**config.mk**
```make
export PLATFORM = sky130hd
export DESIGN_NAME = palette_dac_flat
export DESIGN_NICKNAME = d
export VERILOG_FILES = /design/src/rtl/palette_pkg.sv /design/src/rtl/palette_dac_if.sv /design/src/rtl/palette_regs.sv /design/src/rtl/palette_dac.sv /design/src/flat_wrapper.sv
export SDC_FILE = /design/constraint.sdc
export NUM_CORES = 1
export LEC_CHECK = 0
export ABC_AREA = 0
export BUFFER_PORTS_ARGS = -buffer_cell sky130_fd_sc_hd__buf_2
export CELL_PAD_IN_SITES_DETAIL_PLACEMENT = 0
export CELL_PAD_IN_SITES_GLOBAL_PLACEMENT = 1
export CORE_MARGIN = 3
export CORE_UTILIZATION = 40
export DETAILED_ROUTE_END_ITERATION = 10
export PLACE_DENSITY_LB_ADDON = 0.1
export SLEW_MARGIN = 20
export SYNTH_ARGS = -nofsm -noshare
export SYNTH_HDL_FRONTEND = slang
export SYNTH_HIERARCHICAL = 1
export SYNTH_SLANG_ARGS = --single-unit
```
**constraint.sdc**
```tcl
create_clock -name pixel_clk -period 3.8 [get_ports pixel_clk]
set_clock_uncertainty 0.15 [all_clocks]
set_input_delay 0.76 -clock pixel_clk [delete_from_list [all_inputs] [get_ports pixel_clk]]
set_output_delay 0.76 -clock pixel_clk [all_outputs]
set_load 0.1 [all_outputs]
```
**src/rtl/palette_pkg.sv**
```systemverilog
// Shared definitions for the palette/DAC stage: register map, write-phase
// encoding and the EGA default palette loaded at reset.
package palette_pkg;

  localparam logic [1:0] ADDR_INDEX = 2'd0;
  localparam logic [1:0] ADDR_DATA  = 2'd1;
  localparam logic [1:0] ADDR_MASK  = 2'd2;

  typedef enum logic [1:0] {
    PH_R,
    PH_G,
    PH_B
  } phase_t;

  typedef struct packed {
    logic [5:0] r;
    logic [5:0] g;
    logic [5:0] b;
  } rgb_t;

  // bit2 = red, bit1 = green, bit0 = blue at 0x2A; bit3 adds 0x15; entry 6 is brown
  localparam rgb_t DEFAULT_PALETTE [16] = '{
    '{6'h00, 6'h00, 6'h00},
    '{6'h00, 6'h00, 6'h2A},
    '{6'h00, 6'h2A, 6'h00},
    '{6'h00, 6'h2A, 6'h2A},
    '{6'h2A, 6'h00, 6'h00},
    '{6'h2A, 6'h00, 6'h2A},
    '{6'h2A, 6'h15, 6'h00},
    '{6'h2A, 6'h2A, 6'h2A},
    '{6'h15, 6'h15, 6'h15},
    '{6'h15, 6'h15, 6'h3F},
    '{6'h15, 6'h3F, 6'h15},
    '{6'h15, 6'h3F, 6'h3F},
    '{6'h3F, 6'h15, 6'h15},
    '{6'h3F, 6'h15, 6'h3F},
    '{6'h3F, 6'h3F, 6'h15},
    '{6'h3F, 6'h3F, 6'h3F}
  };

endpackage

```
**src/rtl/palette_dac_if.sv**
```systemverilog
// CPU register-write bus into the palette stage.
interface palette_dac_if;

  logic [7:0] cpu_data;
  logic [1:0] cpu_address;
  logic       wr_en;

  modport master (
    output cpu_data,
    output cpu_address,
    output wr_en
  );

  modport slave (
    input cpu_data,
    input cpu_address,
    input wr_en
  );

endinterface

```
**src/rtl/palette_regs.sv**
```systemverilog
// CPU-side register file: write decode, R/G/B write-phase FSM, hold registers,
// pixel mask and the 16-entry palette with a combinational read port.
module palette_regs
  import palette_pkg::*;
#(
  parameter int unsigned DAC_WIDTH = 6
) (
  input  logic                 pixel_clk,
  input  logic                 reset,
  palette_dac_if.slave         cpu,
  input  logic [3:0]           read_index,
  output logic [3:0]           mask,
  output logic [DAC_WIDTH-1:0] read_r,
  output logic [DAC_WIDTH-1:0] read_g,
  output logic [DAC_WIDTH-1:0] read_b
);

  logic [DAC_WIDTH-1:0] pal_r [16];
  logic [DAC_WIDTH-1:0] pal_g [16];
  logic [DAC_WIDTH-1:0] pal_b [16];

  logic [DAC_WIDTH-1:0] hold_r;
  logic [DAC_WIDTH-1:0] hold_g;
  logic [DAC_WIDTH-1:0] wr_value;
  logic [3:0]           wr_index;

  phase_t phase_q;
  phase_t phase_d;

  logic write_index;
  logic write_data;
  logic write_mask;
  logic commit;

  assign wr_value    = DAC_WIDTH'(cpu.cpu_data);
  assign write_index = cpu.wr_en && (cpu.cpu_address == ADDR_INDEX);
  assign write_data  = cpu.wr_en && (cpu.cpu_address == ADDR_DATA);
  assign write_mask  = cpu.wr_en && (cpu.cpu_address == ADDR_MASK);
  assign commit      = write_data && (phase_q == PH_B);

  always_comb begin
    phase_d = phase_q;
    if (write_index) begin
      phase_d = PH_R;
    end else if (write_data) begin
      unique case (phase_q)
        PH_R:    phase_d = PH_G;
        PH_G:    phase_d = PH_B;
        default: phase_d = PH_R;
      endcase
    end
  end

  always_ff @(posedge pixel_clk) begin
    if (reset) begin
      phase_q  <= PH_R;
      wr_index <= '0;
      mask     <= '1;
      hold_r   <= '0;
      hold_g   <= '0;
      for (int unsigned i = 0; i < 16; i++) begin
        pal_r[i] <= DAC_WIDTH'(DEFAULT_PALETTE[i].r);
        pal_g[i] <= DAC_WIDTH'(DEFAULT_PALETTE[i].g);
        pal_b[i] <= DAC_WIDTH'(DEFAULT_PALETTE[i].b);
      end
    end else begin
      phase_q <= phase_d;
      if (write_index) begin
        wr_index <= cpu.cpu_data[3:0];
        hold_r   <= '0;
        hold_g   <= '0;
      end
      if (write_mask) begin
        mask <= cpu.cpu_data[3:0];
      end
      if (write_data && phase_q == PH_R) begin
        hold_r <= wr_value;
      end
      if (write_data && phase_q == PH_G) begin
        hold_g <= wr_value;
      end
      // the 4-bit index wraps 15 -> 0 on its own
      if (commit) begin
        pal_r[wr_index] <= hold_r;
        pal_g[wr_index] <= hold_g;
        pal_b[wr_index] <= wr_value;
        wr_index        <= wr_index + 4'd1;
      end
    end
  end

  assign read_r = pal_r[read_index];
  assign read_g = pal_g[read_index];
  assign read_b = pal_b[read_index];

endmodule

```
**src/rtl/palette_dac.sv**
```systemverilog
// Palette lookup and DAC feed: two-stage pipeline keeping RGB levels and the
// forwarded sync/blank signals aligned.
module palette_dac
  import palette_pkg::*;
#(
  parameter int unsigned DAC_WIDTH = 6
) (
  input  logic                 pixel_clk,
  input  logic                 reset,
  palette_dac_if.slave         cpu,
  input  logic [3:0]           colour_index,
  input  logic                 n_blank_in,
  input  logic                 n_hsync_in,
  input  logic                 vsync_in,
  output logic [DAC_WIDTH-1:0] red,
  output logic [DAC_WIDTH-1:0] green,
  output logic [DAC_WIDTH-1:0] blue,
  output logic                 n_hsync_out,
  output logic                 vsync_out,
  output logic                 n_blank_out
);

  logic [3:0]           mask;
  logic [3:0]           index_s1;
  logic                 n_blank_s1;
  logic                 n_hsync_s1;
  logic                 vsync_s1;
  logic [DAC_WIDTH-1:0] look_r;
  logic [DAC_WIDTH-1:0] look_g;
  logic [DAC_WIDTH-1:0] look_b;

  palette_regs #(
    .DAC_WIDTH (DAC_WIDTH)
  ) u_regs (
    .pixel_clk  (pixel_clk),
    .reset      (reset),
    .cpu        (cpu),
    .read_index (index_s1),
    .mask       (mask),
    .read_r     (look_r),
    .read_g     (look_g),
    .read_b     (look_b)
  );

  always_ff @(posedge pixel_clk) begin
    if (reset) begin
      index_s1   <= '0;
      n_blank_s1 <= 1'b0;
      n_hsync_s1 <= 1'b1;
      vsync_s1   <= 1'b0;
    end else begin
      index_s1   <= colour_index & mask;
      n_blank_s1 <= n_blank_in;
      n_hsync_s1 <= n_hsync_in;
      vsync_s1   <= vsync_in;
    end
  end

  // a commit on this edge is not yet visible to the read, so the pre-commit value is taken
  always_ff @(posedge pixel_clk) begin
    if (reset) begin
      red         <= '0;
      green       <= '0;
      blue        <= '0;
      n_blank_out <= 1'b0;
      n_hsync_out <= 1'b1;
      vsync_out   <= 1'b0;
    end else begin
      red         <= n_blank_s1 ? look_r : '0;
      green       <= n_blank_s1 ? look_g : '0;
      blue        <= n_blank_s1 ? look_b : '0;
      n_blank_out <= n_blank_s1;
      n_hsync_out <= n_hsync_s1;
      vsync_out   <= vsync_s1;
    end
  end

endmodule
```
**src/flat_wrapper.sv**
```systemverilog
// flat-port wrapper written by rule: the top's interface ports become plain ports
module palette_dac_flat import palette_pkg::*;
#(
  parameter int unsigned DAC_WIDTH = 6
)
  (pixel_clk, reset, colour_index, n_blank_in, n_hsync_in, vsync_in, red, green, blue, n_hsync_out, vsync_out, n_blank_out, cpu_cpu_data, cpu_cpu_address, cpu_wr_en);
  palette_dac_if cpu_i ();
  input  logic pixel_clk;
  input  logic reset;
  input  logic [3:0] colour_index;
  input  logic n_blank_in;
  input  logic n_hsync_in;
  input  logic vsync_in;
  output logic [DAC_WIDTH-1:0] red;
  output logic [DAC_WIDTH-1:0] green;
  output logic [DAC_WIDTH-1:0] blue;
  output logic n_hsync_out;
  output logic vsync_out;
  output logic n_blank_out;
  input wire logic [$bits(cpu_i.cpu_data)-1:0] cpu_cpu_data;
  input wire logic [$bits(cpu_i.cpu_address)-1:0] cpu_cpu_address;
  input wire logic [$bits(cpu_i.wr_en)-1:0] cpu_wr_en;
  assign cpu_i.cpu_data = cpu_cpu_data;
  assign cpu_i.cpu_address = cpu_cpu_address;
  assign cpu_i.wr_en = cpu_wr_en;
  palette_dac #(.DAC_WIDTH(DAC_WIDTH)) u_core (.pixel_clk(pixel_clk), .reset(reset), .cpu(cpu_i), .colour_index(colour_index), .n_blank_in(n_blank_in), .n_hsync_in(n_hsync_in), .vsync_in(vsync_in), .red(red), .green(green), .blue(blue), .n_hsync_out(n_hsync_out), .vsync_out(vsync_out), .n_blank_out(n_blank_out));
endmodule
```
==> Flow_metrics.wiki <==
{| class="wikitable"
! Metric !! Value
|-
| Outcome || finished, final reports clean
|-
| Worst setup SP type || flop
|-
| Post-DR vias/cell || about 5.5
|-
| Critical Path Sink Type || flop
|-
| Residual antenna-violating net count after detailed routing || 0
|-
| Timing-limited maximum frequency || 351 MHz
|-
| Mean instance size in the synthesized netlist || approximately 14 um2
|-
| Total count of hold-check failures in the final report || 0
|-
| Post-CTS Setup Inserts || 0
|-
| Dominant delay contributor by cell family on the critical path || simple AND/OR/NAND/NOR gates
|-
| Setup violation total in the final timing report || 0
|-
| Count of boundary I/O pins || 41
|-
| Final cell count without fillers || 1586
|-
| RSZ-0062 raised after global routing || false
|-
| Number of diodes || 0
|-
| Crit path kind || flop to flop
|-
| Class of the tightest hold or removal check || flop to flop
|-
| Fraction of final layout cells sized beyond drive strength 1 || 0.233
|-
| Clock Latency Late Sink || 0.53 ns
|-
| Number of rows in the core area || 69
|-
| Port Buf Inserts || 38
|-
| Resized Gates After CTS || 0
|-
| Crit-path cells || or3b_4, or2_1, nor3_4, a21o_1, buf_12
|-
| Vias in the first global route || 9249
|-
| Aggregate global-route resource usage || 0.215
|-
| Clk pin slew, worst setup/hold paths || 0.06 ns
|-
| Top_reg_cell synth || edfxtp_1
|-
| HPWL after DPL || 26.0 mm
|-
| Part of the cycle the worst path needs || 0.750
|-
| Root buffer cell || clkbuf_16
|-
| Library cells used by synthesis || 43
|-
| Final Max Slew Viols || 0
|-
| Minimum clock period after layout || 2.85 ns
|-
| Inst Count DP || 1516
|-
| Max-Slew Margin vs Limit || 0.419
|-
| First-pass iteration count of the detailed router || 5
|-
| Mapped Nets || 1071
|-
| Synthesis-stage register bit count || 338
|-
| Highest-delay cell along the critical path || nor3_4
|-
| Max_cap viols || 0
|-
| Number of levels the H-tree was split into || 2
|-
| Fin nets || 1119
|-
| Worst IR Drop VDD || 0.286 mV
|-
| Pin count of the biggest net entering global routing || 67
|-
| Signal arrival time at the worst endpoint || 2.93 ns
|-
| Wire length of the first global-routing pass || 60.8 mm
|-
| Hold-fix buffers, CTS || 0
|-
| Growth of design area from synthesis to finish || 14.5%
|-
| Total Negative Setup Slacks || 0 ns
|-
| Detail-routed net length per standard cell || 25.7 um
|-
| Pwr/cell area || slightly below 500 nW/um2
|-
| Async set-or-reset flop fraction in the synthesized netlist || 0
|-
| Routability congestion estimate from global placement || 0.750
|-
| Width of the chip || ~200 um
|-
| Number of CTS-inserted buffers || 38
|-
| Largest incremental delay on the critical path || 0.52 ns
|-
| Total gr overflow || 0
|-
| Gate count after technology mapping || between 1000 and 1500
|-
| Crit path required time || a little under 4 ns
|-
| Max clock buf depth || 3
|-
| Measured slew at the worst slew-check pin || a little under 0.9 ns
|-
| Starting DRT DRC Count || about 690
|-
| EDFF count, synth || 288
|-
| Clock tree from TritonCTS || built
|-
| Initial Util || 0.408
|-
| DRC violation count after routing || 0
|-
| Part of the Yosys area used for sequential elements || 0.660
|-
| Total wirelength of the detailed-routed design || between 40 and 50 mm
|-
| Synth Cell Area || roughly 15000 um2
|-
| Core Region || 35800 um2
|-
| CP bufs+invs || 1
|-
| Crit Path Max Fanout || 16
|-
| Number of warnings issued by yosys || 6
|-
| Sink Count || between 300 and 400
|-
| # fillers || 3186
|-
| Overall via count from detail_route || just under 9000
|-
| Die outline height || just under 200 um
|-
| Total die area || approximately 39000 um2
|-
| Number of antenna violations at the first check in global routing || 0
|-
| Leakage power summed over all cells || 5.42 nW
|}
## synth_stat cells (all sizes together) (10+ instances only)
master | number | area, um2
and3b | 22 | 200
clkbuf | 59 | 225
nand2b | 18 | 113
a21o | 10 | 75.1
nand2 | 155 | 582
edfxtp | 288 | 8650
a22oi | 38 | 285
nor2b | 26 | 163
and3 | 51 | 319
nand3 | 13 | 65.1
nor2 | 111 | 417
mux4 | 72 | 1620
a21oi | 17 | 85.1
or2 | 37 | 231
nand3b | 22 | 165
dfxtp | 50 | 1000
buf | 23 | 131
## worst paths after layout
path | end | cells past startpoint | slack [ns] | startpoint
worst max-delay path | u_core/u_regs/pal_r[2][4]$_SDFFCE_PN0P_ | 5 | 0.95 | u_core/u_regs/phase_q[1]$_SDFFE_PP0N_
worst min-delay path | u_core/n_hsync_out$_SDFF_PP1_ | 1 | 0.27 | u_core/n_hsync_s1$_SDFF_PP1_
worst max register to register | u_core/u_regs/pal_r[2][4]$_SDFFCE_PN0P_ | 5 | 0.95 | u_core/u_regs/phase_q[1]$_SDFFE_PP0N_
worst min register to register | u_core/n_hsync_out$_SDFF_PP1_ | 1 | 0.27 | u_core/n_hsync_s1$_SDFF_PP1_
## layout by cell type (no fill, tap or decap), drive strengths merged
cell / netlist / layout
and3: 51 / 51
nor2: 111 / 111
nor3b: 5 / 5
nand3b: 22 / 22
nor4: 1 / 1
nand2: 155 / 155
clkbuf: 59 / 58
a22oi: 38 / 38
ha: 4 / 4
and3b: 22 / 22
a211o: 4 / 4
dfxtp: 50 / 50
or2: 37 / 37
inv: 7 / 8
clkinv: 0 / 11
a31oi: 1 / 1
and2: 2 / 2
nor3: 3 / 3
mux4: 72 / 72
or3: 1 / 1
a21boi: 1 / 1
edfxtp: 288 / 288
a32oi: 1 / 1
nor2b: 26 / 26
nand3: 13 / 13
a311oi: 1 / 1
o21ai: 1 / 1
or3b: 2 / 2
buf: 23 / 90
a21oi: 17 / 17
nor4b: 1 / 1
nand2b: 18 / 18
a21o: 10 / 10
## worst reg2reg max path: stages (launching register included)
cell and delay, ns:
dfxtp_1 0.43, or3b_4 0.46, or2_1 0.37, nor3_4 0.52, a21o_1 0.39, buf_12 0.22
## final cells by class
type,count,area [um2],area share
multi-input cells,620,4600,0.274
clock buffers,58,1150,0.0686
inverters,7,26.3,0.00157
flip-flops and latches,338,9660,0.576
repair buffers,90,681,0.0406
well taps,461,577,0.0344
clock inverters,12,65.1,0.00388
## per-stage QoR
step / cell area (um2) / total power (W) / utilization / hold slack [ns] / worst slack [ns]
after detailed placement: 15500 / 0.00475 / 0.434 / 0.254 / 0.410
after floorplan: 14600 / 0.00452 / - / 0.233 / 0.875
after CTS: 16800 / 0.00831 / 0.468 / 0.244 / 0.945
after global routing: 16800 / 0.00848 / 0.468 / 0.281 / 0.812
after global placement: 15500 / 0.00475 / 0.434 / 0.244 / 0.437
final: 16800 / 0.00820 / 0.468 / 0.266 / 0.948
## power by group
group	switching [W]	internal, W
Sequential	0.0000545	0.00408
Combinational	0.000347	0.000182
Clock	0.00145	0.00209
## state kept, by name, indices dropped and copies added (netlist names), 2 cells and up
name                    cells
u_core/u_regs/pal_r        96
u_core/u_regs/pal_g        96
u_core/u_regs/pal_b        96
u_core/blue                 6
u_core/u_regs/mask          4
u_core/u_regs/wr_index      4
u_core/red                  6
u_core/u_regs/hold_r        6
u_core/u_regs/hold_g        6
u_core/green                6
u_core/u_regs/phase_q       2
u_core/index_s1             4
## logic make-up after synthesis
| group | after synthesis | synth area share |
|---|---|---|
| simple gates | 470 | 0.165 |
| buf+inv | 89 | 0.0262 |
| flops | 338 | 0.660 |
| mux | 72 | 0.111 |
| fa+ha+maj | 4 | 0.00342 |
| compound gates | 74 | 0.0353 |
## routing by layer
metal | share of wire | up-vias | wire length, um | GRT usage
met5 | 0 | - | 0 | 0
met4 | 0.018 | 0 | 714 | 0.0475
met3 | 0.059 | 53 | 2390 | 0.0421
met2 | 0.48 | 228 | 19500 | 0.354
met1 | 0.44 | 4491 | 18100 | 0.298
li1 | - | 3958 | - | -
Note: power is estimated with default switching activity, not from simulation.
